### config.mk
export PLATFORM = sky130hd
export DESIGN_NAME = mul_div_unit_flat
export DESIGN_NICKNAME = d
export VERILOG_FILES = /design/src/rtl/mul_div_unit_pkg.sv /design/src/rtl/mul_div_unit_if.sv /design/src/rtl/mul_div_unit.sv /design/src/flat_wrapper.sv
export SDC_FILE = /design/constraint.sdc
export NUM_CORES = 1
export LEC_CHECK = 0
export CAP_MARGIN = 40
export CORE_MARGIN = 4
export CORE_UTILIZATION = 52
export DETAILED_ROUTE_END_ITERATION = 16
export GPL_TIMING_DRIVEN = 0
export PLACE_DENSITY = 0.84
export SLEW_MARGIN = 10
export SYNTH_ARGS = -nofsm -noshare
export SYNTH_HDL_FRONTEND = slang
export SYNTH_SLANG_ARGS = --single-unit
### constraint.sdc
create_clock -name clk -period 5.9 [get_ports clk]
set_input_delay 0.885 -clock clk [delete_from_list [all_inputs] [get_ports clk]]
set_output_delay 0.885 -clock clk [all_outputs]
set_load 0.02 [all_outputs]
### src/rtl/mul_div_unit_pkg.sv
// Shared constants for the multiply/divide unit: funct codes, FSM encoding and
// the issue-to-writeback latency that execute-stage hazard logic relies on.
package mul_div_unit_pkg;

    localparam logic [5:0] FUN_MULT  = 6'h18;
    localparam logic [5:0] FUN_MULTU = 6'h19;
    localparam logic [5:0] FUN_DIV   = 6'h1A;
    localparam logic [5:0] FUN_DIVU  = 6'h1B;
    localparam logic [5:0] FUN_ADD   = 6'h20;

    localparam int MDU_WIDTH   = 32;
    localparam int MDU_LATENCY = MDU_WIDTH + 2;

    typedef enum logic [1:0] {
        MDU_IDLE = 2'd0,
        MDU_CALC = 2'd1,
        MDU_FIX  = 2'd2,
        MDU_DONE = 2'd3
    } mdu_state_t;

    function automatic logic is_mdu_funct(input logic [5:0] funct);
        return (funct == FUN_MULT) || (funct == FUN_MULTU) ||
               (funct == FUN_DIV)  || (funct == FUN_DIVU);
    endfunction

endpackage

### src/rtl/mul_div_unit_if.sv
// Issue/writeback bundle between the execute stage (master) and the
// multiply/divide unit (slave); result fields feed the LO/HI write port.
interface mul_div_unit_if #(parameter int WIDTH = 32);

    logic             start;
    logic [5:0]       funct;
    logic [WIDTH-1:0] srcA;
    logic [WIDTH-1:0] srcB;
    logic             busy;
    logic             writeLoHi;
    logic [WIDTH-1:0] writeData;
    logic [WIDTH-1:0] writeDataHi;

    modport master (
        output start, funct, srcA, srcB,
        input  busy, writeLoHi, writeData, writeDataHi
    );

    modport slave (
        input  start, funct, srcA, srcB,
        output busy, writeLoHi, writeData, writeDataHi
    );

endinterface

### src/rtl/mul_div_unit.sv
// Iterative MULT/MULTU/DIV/DIVU unit: one bit per cycle on magnitudes, sign
// fix-up afterwards, then a one-cycle LO/HI write strobe.
module mul_div_unit
    import mul_div_unit_pkg::*;
#(
    parameter int WIDTH = 32
) (
    input logic           clk,
    input logic           reset,
    mul_div_unit_if.slave bus
);

    localparam logic [5:0] LAST_COUNT = 6'(WIDTH - 1);

    mdu_state_t         state;
    logic [5:0]         counter;
    logic               is_div;
    logic               is_signed;
    logic               sign_a;
    logic               sign_b;
    logic               div_zero;
    logic [WIDTH-1:0]   mag_a;
    logic [WIDTH-1:0]   mag_b;
    logic [2*WIDTH-1:0] acc;
    logic               busy_q;
    logic               write_q;
    logic [WIDTH-1:0]   lo_q;
    logic [WIDTH-1:0]   hi_q;

    logic               accept;
    logic               in_signed;
    logic               in_div;
    logic               in_sign_a;
    logic               in_sign_b;
    logic [WIDTH-1:0]   in_mag_a;
    logic [WIDTH-1:0]   in_mag_b;
    logic [WIDTH:0]     add_a;
    logic [WIDTH:0]     add_b;
    logic               add_cin;
    logic [WIDTH+1:0]   add_sum;
    logic [2*WIDTH-1:0] acc_next;
    logic [2*WIDTH-1:0] prod;
    logic [WIDTH-1:0]   res_lo;
    logic [WIDTH-1:0]   res_hi;
    logic               negate;

    assign bus.busy        = busy_q;
    assign bus.writeLoHi   = write_q;
    assign bus.writeData   = lo_q;
    assign bus.writeDataHi = hi_q;

    assign accept = bus.start && (state == MDU_IDLE) && is_mdu_funct(bus.funct);

    always_comb begin
        // NOTE: every signal gets a default up front so no path leaves one unassigned (no latch).
        in_signed = (bus.funct == FUN_MULT) || (bus.funct == FUN_DIV);
        in_div    = (bus.funct == FUN_DIV)  || (bus.funct == FUN_DIVU);
        in_sign_a = in_signed && bus.srcA[WIDTH-1];
        in_sign_b = in_signed && bus.srcB[WIDTH-1];
        in_mag_a  = in_sign_a ? -bus.srcA : bus.srcA;
        in_mag_b  = in_sign_b ? -bus.srcB : bus.srcB;

        // Shared adder: multiply adds the multiplicand into the high half,
        // divide subtracts the divisor from the left-shifted remainder.
        add_a   = {1'b0, acc[2*WIDTH-1:WIDTH]};
        add_b   = {1'b0, mag_a};
        add_cin = 1'b0;
        if (is_div) begin
            add_a   = acc[2*WIDTH-1:WIDTH-1];
            add_b   = ~{1'b0, mag_b};
            add_cin = 1'b1;
        end
        add_sum = {1'b0, add_a} + {1'b0, add_b} + {{(WIDTH+1){1'b0}}, add_cin};

        acc_next = acc;
        if (is_div) begin
            if (add_sum[WIDTH+1]) acc_next = {add_sum[WIDTH-1:0], acc[WIDTH-2:0], 1'b1};
            else                  acc_next = {acc[2*WIDTH-2:0], 1'b0};
        end else begin
            if (acc[0]) acc_next = {add_sum[WIDTH:0], acc[WIDTH-1:1]};
            else        acc_next = {1'b0, acc[2*WIDTH-1:1]};
        end

        negate = is_signed && (sign_a ^ sign_b);
        prod   = negate ? -acc : acc;
        res_lo = prod[WIDTH-1:0];
        res_hi = prod[2*WIDTH-1:WIDTH];
        if (is_div) begin
            res_lo = div_zero ? {WIDTH{1'b1}}
                              : (negate ? -acc[WIDTH-1:0] : acc[WIDTH-1:0]);
            res_hi = (is_signed && sign_a) ? -acc[2*WIDTH-1:WIDTH] : acc[2*WIDTH-1:WIDTH];
        end
    end

    always_ff @(posedge clk) begin
        if (reset) begin
            state     <= MDU_IDLE;
            counter   <= '0;
            is_div    <= 1'b0;
            is_signed <= 1'b0;
            sign_a    <= 1'b0;
            sign_b    <= 1'b0;
            div_zero  <= 1'b0;
            mag_a     <= '0;
            mag_b     <= '0;
            acc       <= '0;
            busy_q    <= 1'b0;
            write_q   <= 1'b0;
            lo_q      <= '0;
            hi_q      <= '0;
        end else begin
            case (state)
                MDU_IDLE: begin
                    if (accept) begin
                        is_div    <= in_div;
                        is_signed <= in_signed;
                        sign_a    <= in_sign_a;
                        sign_b    <= in_sign_b;
                        div_zero  <= (bus.srcB == '0);
                        mag_a     <= in_mag_a;
                        mag_b     <= in_mag_b;
                        acc       <= {{WIDTH{1'b0}}, (in_div ? in_mag_a : in_mag_b)};
                        counter   <= '0;
                        busy_q    <= 1'b1;
                        state     <= MDU_CALC;
                    end
                end
                MDU_CALC: begin
                    acc     <= acc_next;
                    counter <= counter + 6'd1;
                    if (counter == LAST_COUNT) begin
                        counter <= '0;
                        state   <= MDU_FIX;
                    end
                end
                MDU_FIX: begin
                    lo_q    <= res_lo;
                    hi_q    <= res_hi;
                    write_q <= 1'b1;
                    state   <= MDU_DONE;
                end
                MDU_DONE: begin
                    write_q <= 1'b0;
                    busy_q  <= 1'b0;
                    state   <= MDU_IDLE;
                end
                default: state <= MDU_IDLE;
            endcase
        end
    end

endmodule

### src/flat_wrapper.sv
// flat-port wrapper written by rule: the top's interface ports become plain ports
module mul_div_unit_flat import mul_div_unit_pkg::*;
#(
    parameter int WIDTH = 32
)
  (clk, reset, bus_start, bus_funct, bus_srcA, bus_srcB, bus_busy, bus_writeLoHi, bus_writeData, bus_writeDataHi);
  mul_div_unit_if #(.WIDTH(WIDTH)) bus_i ();
  input logic clk;
  input logic reset;
  input wire logic [$bits(bus_i.start)-1:0] bus_start;
  input wire logic [$bits(bus_i.funct)-1:0] bus_funct;
  input wire logic [$bits(bus_i.srcA)-1:0] bus_srcA;
  input wire logic [$bits(bus_i.srcB)-1:0] bus_srcB;
  output wire logic [$bits(bus_i.busy)-1:0] bus_busy;
  output wire logic [$bits(bus_i.writeLoHi)-1:0] bus_writeLoHi;
  output wire logic [$bits(bus_i.writeData)-1:0] bus_writeData;
  output wire logic [$bits(bus_i.writeDataHi)-1:0] bus_writeDataHi;
  assign bus_i.start = bus_start;
  assign bus_i.funct = bus_funct;
  assign bus_i.srcA = bus_srcA;
  assign bus_i.srcB = bus_srcB;
  assign bus_busy = bus_i.busy;
  assign bus_writeLoHi = bus_i.writeLoHi;
  assign bus_writeData = bus_i.writeData;
  assign bus_writeDataHi = bus_i.writeDataHi;
  mul_div_unit #(.WIDTH(WIDTH)) u_core (.clk(clk), .reset(reset), .bus(bus_i));
endmodule
==> impl_results.md <==
- Status: finished clean
- Layout cell share with drive strength beyond 1: 0.0547
- Top post-synthesis cells by area: dfxtp_1 (29%), nor2_1 (7.4%), a211oi_1 (5.7%), nand2_1 (5.5%), a21oi_1 (5.4%)
- Largest net degree at the start of global routing: 20
- CP arrival: 6.13 ns
- Max-slew violation count: 0
- Starting Density: 0.529
- Post-Syn Area per Cell: 7.44 sq um
- Ys Warns: 0
- CTS root buf: clkbuf_16
- # port buffers: 137
- Max cap viols: 0
- TritonRoute pass-1 iters: 9
- Routed Antenna Nets: 0
- Final Setup Violations: 0
- Min Tclk post-route: 5.67 ns
- Via count: 15,600
- Sequential element share of the synthesized area: 0.290
- Synthesis-to-finish area growth: 18.3%
- Met2 Resource Use GR: 0.524
- Via-to-Cell Ratio: 6.41
- Critical path's top delay family: buffers and inverters
- Initial antenna violation count: 0
- Worst-path clk slew: 0.06 ns
- Synth area leader: dfxtp_1
- Yosys cell types: 77
- Least-Margin Pin Slew: 0.892 ns
- Worst Path Max Fanout: 19
- Final GP Congestion: 1.04
- Post-CTS Setup Bufs: 0
- Detailed placer's ending HPWL: 41,800 um
- Total track usage: 0.333
- Post-synth EDFFs: 0
- # clock sinks: 207
- Crit Path Class: reg2reg
- Chip width: 174 um
- Multi-input logic area: 0.00934 sq mm
- Hold Path Class: reg2reg
- Number of synthesized register bits: 207
- PD cells: 247 mW/mm^2
- # fillers: 2,449
- Synth Flop Type: dfxtp_1
- DIE HEIGHT: 174 um
- Core footprint: 0.0270 sq mm
- H-tree depth: 1
- Total power: 4.17 mW
- Clk_lat worst skew: 0.53 ns
- Total clock buffers created by CTS: 24
- Total Routed Length: 53,200 um
- Worst path max stage delay: 0.54 ns
- Vias in the first global route: 14,200
- Critical path cell sequence: buf_2 > buf_6 > clkbuf_1 > clkbuf_1 > nor2_1 > a21oi_1 > ha_1 > nor2_1 > a21oi_1 > o21ai_0 > o211a_1 > o41a_1 > o21a_1 > clkbuf_1 > nand2_1 > clkbuf_1 > o21ai_0 > a21oi_1
- # diodes: 0
- CP dominant cell by count: clkbuf_1
- Async SR Flop Fraction: 0
- Crit share post-route: 0.961
- Required @ worst endpoint: 6.35 ns
- Max frequency: 0.176 GHz
- DRC viols: 0
- Final Non-Filler Cells: 2,442
- Commonest cells in the netlist: nor2_1 (283), nand2_1 (211), dfxtp_1 (207)
- Fraction of synthesized cell area taken by the top area cell type: 0.290
- Wire per inst: 21.8 um
- Hold Buf Count CTS: 0
- Synthesized instance count: 1,922
- Slowest CP cell: o41a_1
- Syn Nets: 2,037
- Max_slew headroom: 0.397
- Die Footprint: 0.0302 sq mm
- Critical Path End Type: flop
- Total grt overflow: 0
- CTS tree: done
- Leakage: 5.89 nW
- 1st-iter DRT viols: 2,140
- Worst Setup Start Kind: flop
- Post-layout nets: 2,199
- Num rows: 60
- Register area: 0.00414 sq mm
- Grt peak-use layer: met2
- First-pass GRT wire length: 81,500 um
- I/O pin cnt: 139
- M1 GR Usage: 0.453
- RSZ-0062 raised after global routing: no
- WP buf/inv: 6
- DP Cell Count: 2,400
- GR Util met3: 0.0643
- Hold Fails Final Rpt: 0
- IR Drop Worst-Case VDD: 0.222 mV
- Most common cell in the synthesized netlist: nor2_1
- Clk_skew: 0.0107 ns
- Post-synth design cell area: 0.0143 sq mm
- CTS max path bufs: 3
-- flip-flops by register name (all words and copies together), names as in the netlist --
name	cells
u_core.bus.busy	1
u_core.bus.writeDataHi	32
u_core.mag_b	32
u_core.is_div	1
u_core.bus.writeLoHi	1
u_core.div_zero	1
u_core.sign_a	1
u_core.bus.writeData	32
u_core.state	2
u_core.counter	6
u_core.mag_a	32
u_core.is_signed	1
u_core.acc	64
u_core.sign_b	1
-- what timing repair did --
action | 4_1_cts | 5_1_grt
endpoints found under the hold margin | 0 | 0
resized for setup | 4 | 2
setup endpoints to repair | 25 | 6
-- cells in the final DEF, fill, tap and decap left out, types with 12 or more instances in the layout --
| master | Yosys | routed |
|---|---|---|
| xnor2_1 | 78 | 78 |
| nor3_1 | 63 | 63 |
| a211oi_1 | 108 | 108 |
| nand2_1 | 211 | 211 |
| a21oi_1 | 155 | 155 |
| mux2i_1 | 34 | 34 |
| nand3_1 | 20 | 20 |
| o31ai_1 | 20 | 20 |
| ha_1 | 40 | 40 |
| clkbuf_1 | 131 | 135 |
| nor2_1 | 283 | 283 |
| o21ai_0 | 112 | 112 |
| dfxtp_1 | 207 | 207 |
| a31oi_1 | 18 | 18 |
| clkdlybuf4s50_1 | 0 | 137 |
| a311oi_1 | 16 | 16 |
| nand2b_1 | 16 | 16 |
| o211ai_1 | 13 | 13 |
| buf_1 | 16 | 12 |
| nor4_1 | 16 | 16 |
| nor2b_1 | 15 | 15 |
| clkbuf_16 | 0 | 24 |
| a21o_1 | 17 | 17 |
| xor2_1 | 69 | 69 |
| nand4_1 | 17 | 17 |
| inv_1 | 26 | 26 |
| o22ai_1 | 27 | 27 |
| mux2_2 | 40 | 40 |
-- layer usage --
layer,share of wire,routed length (um)
met1,0.40,21200
met2,0.44,23200
met3,0.12,6390
met4,0.046,2470
met5,0,0
-- where the power goes --
part | switching [mW] | internal (mW)
registers | 0.0588 | 1.47
clock network | 0.618 | 0.932
logic | 0.728 | 0.366
-- metrics by stage --
stage / area (sq um) / utilization / hold WS [ns] / TNS, ns / setup slack, ns
2_1_floorplan: 14300 / - / 0.432 / 0 / 1.53
3_3_place_gp: 16100 / 0.595 / 0.445 / -4.12 / -0.312
3_5_place_dp: 16100 / 0.595 / 0.445 / -3.98 / -0.292
4_1_cts: 16900 / 0.626 / 0.453 / 0 / 0.236
5_1_grt: 16900 / 0.626 / 0.483 / 0 / 0.0333
6_report: 16900 / 0.626 / 0.453 / 0 / 0.228
-- area by class of cell --
cell class | instances | area share
Clock inverter | 9 | 0.00806
Multi-Input combinational cell | 1526 | 0.552
Timing Repair Buffer | 137 | 0.0811
Inverter | 26 | 0.00577
Sequential cell | 207 | 0.245
Buffer | 162 | 0.0423
Clock buffer | 34 | 0.0401
Tap cell | 341 | 0.0252
-- cell families after synthesis --
| kind of cell | Yosys count | synth area share |
|---|---|---|
| compound gates | 563 | 0.253 |
| xor+xnor | 147 | 0.0901 |
| fa+ha+maj | 42 | 0.0378 |
| buf+inv | 189 | 0.0567 |
| flops | 207 | 0.290 |
| mux | 74 | 0.0553 |
| simple gates | 700 | 0.217 |
-- worst min-delay path: cells and delay by family (launching register included) --
kind	cells	cell delay, ns
AO/OA/AOI/OAI	1	0.05
flip-flops	1	0.31
AND/OR/NAND/NOR	1	0.05
-- worst paths after layout --
kind / start / endpoint / slack [ns] / cells past startpoint
worst max-delay path: u_core.is_div$_SDFFE_PP0P_ / u_core.acc[48]$_SDFFE_PP0P_ / 0.23 / 18
worst min-delay path: u_core.mag_b[0]$_SDFFE_PP0P_ / u_core.mag_b[0]$_SDFFE_PP0P_ / 0.45 / 2
worst max register to register: u_core.is_div$_SDFFE_PP0P_ / u_core.acc[48]$_SDFFE_PP0P_ / 0.23 / 18
worst min register to register: u_core.mag_b[0]$_SDFFE_PP0P_ / u_core.mag_b[0]$_SDFFE_PP0P_ / 0.45 / 2
(Power assumes the default switching activity.)
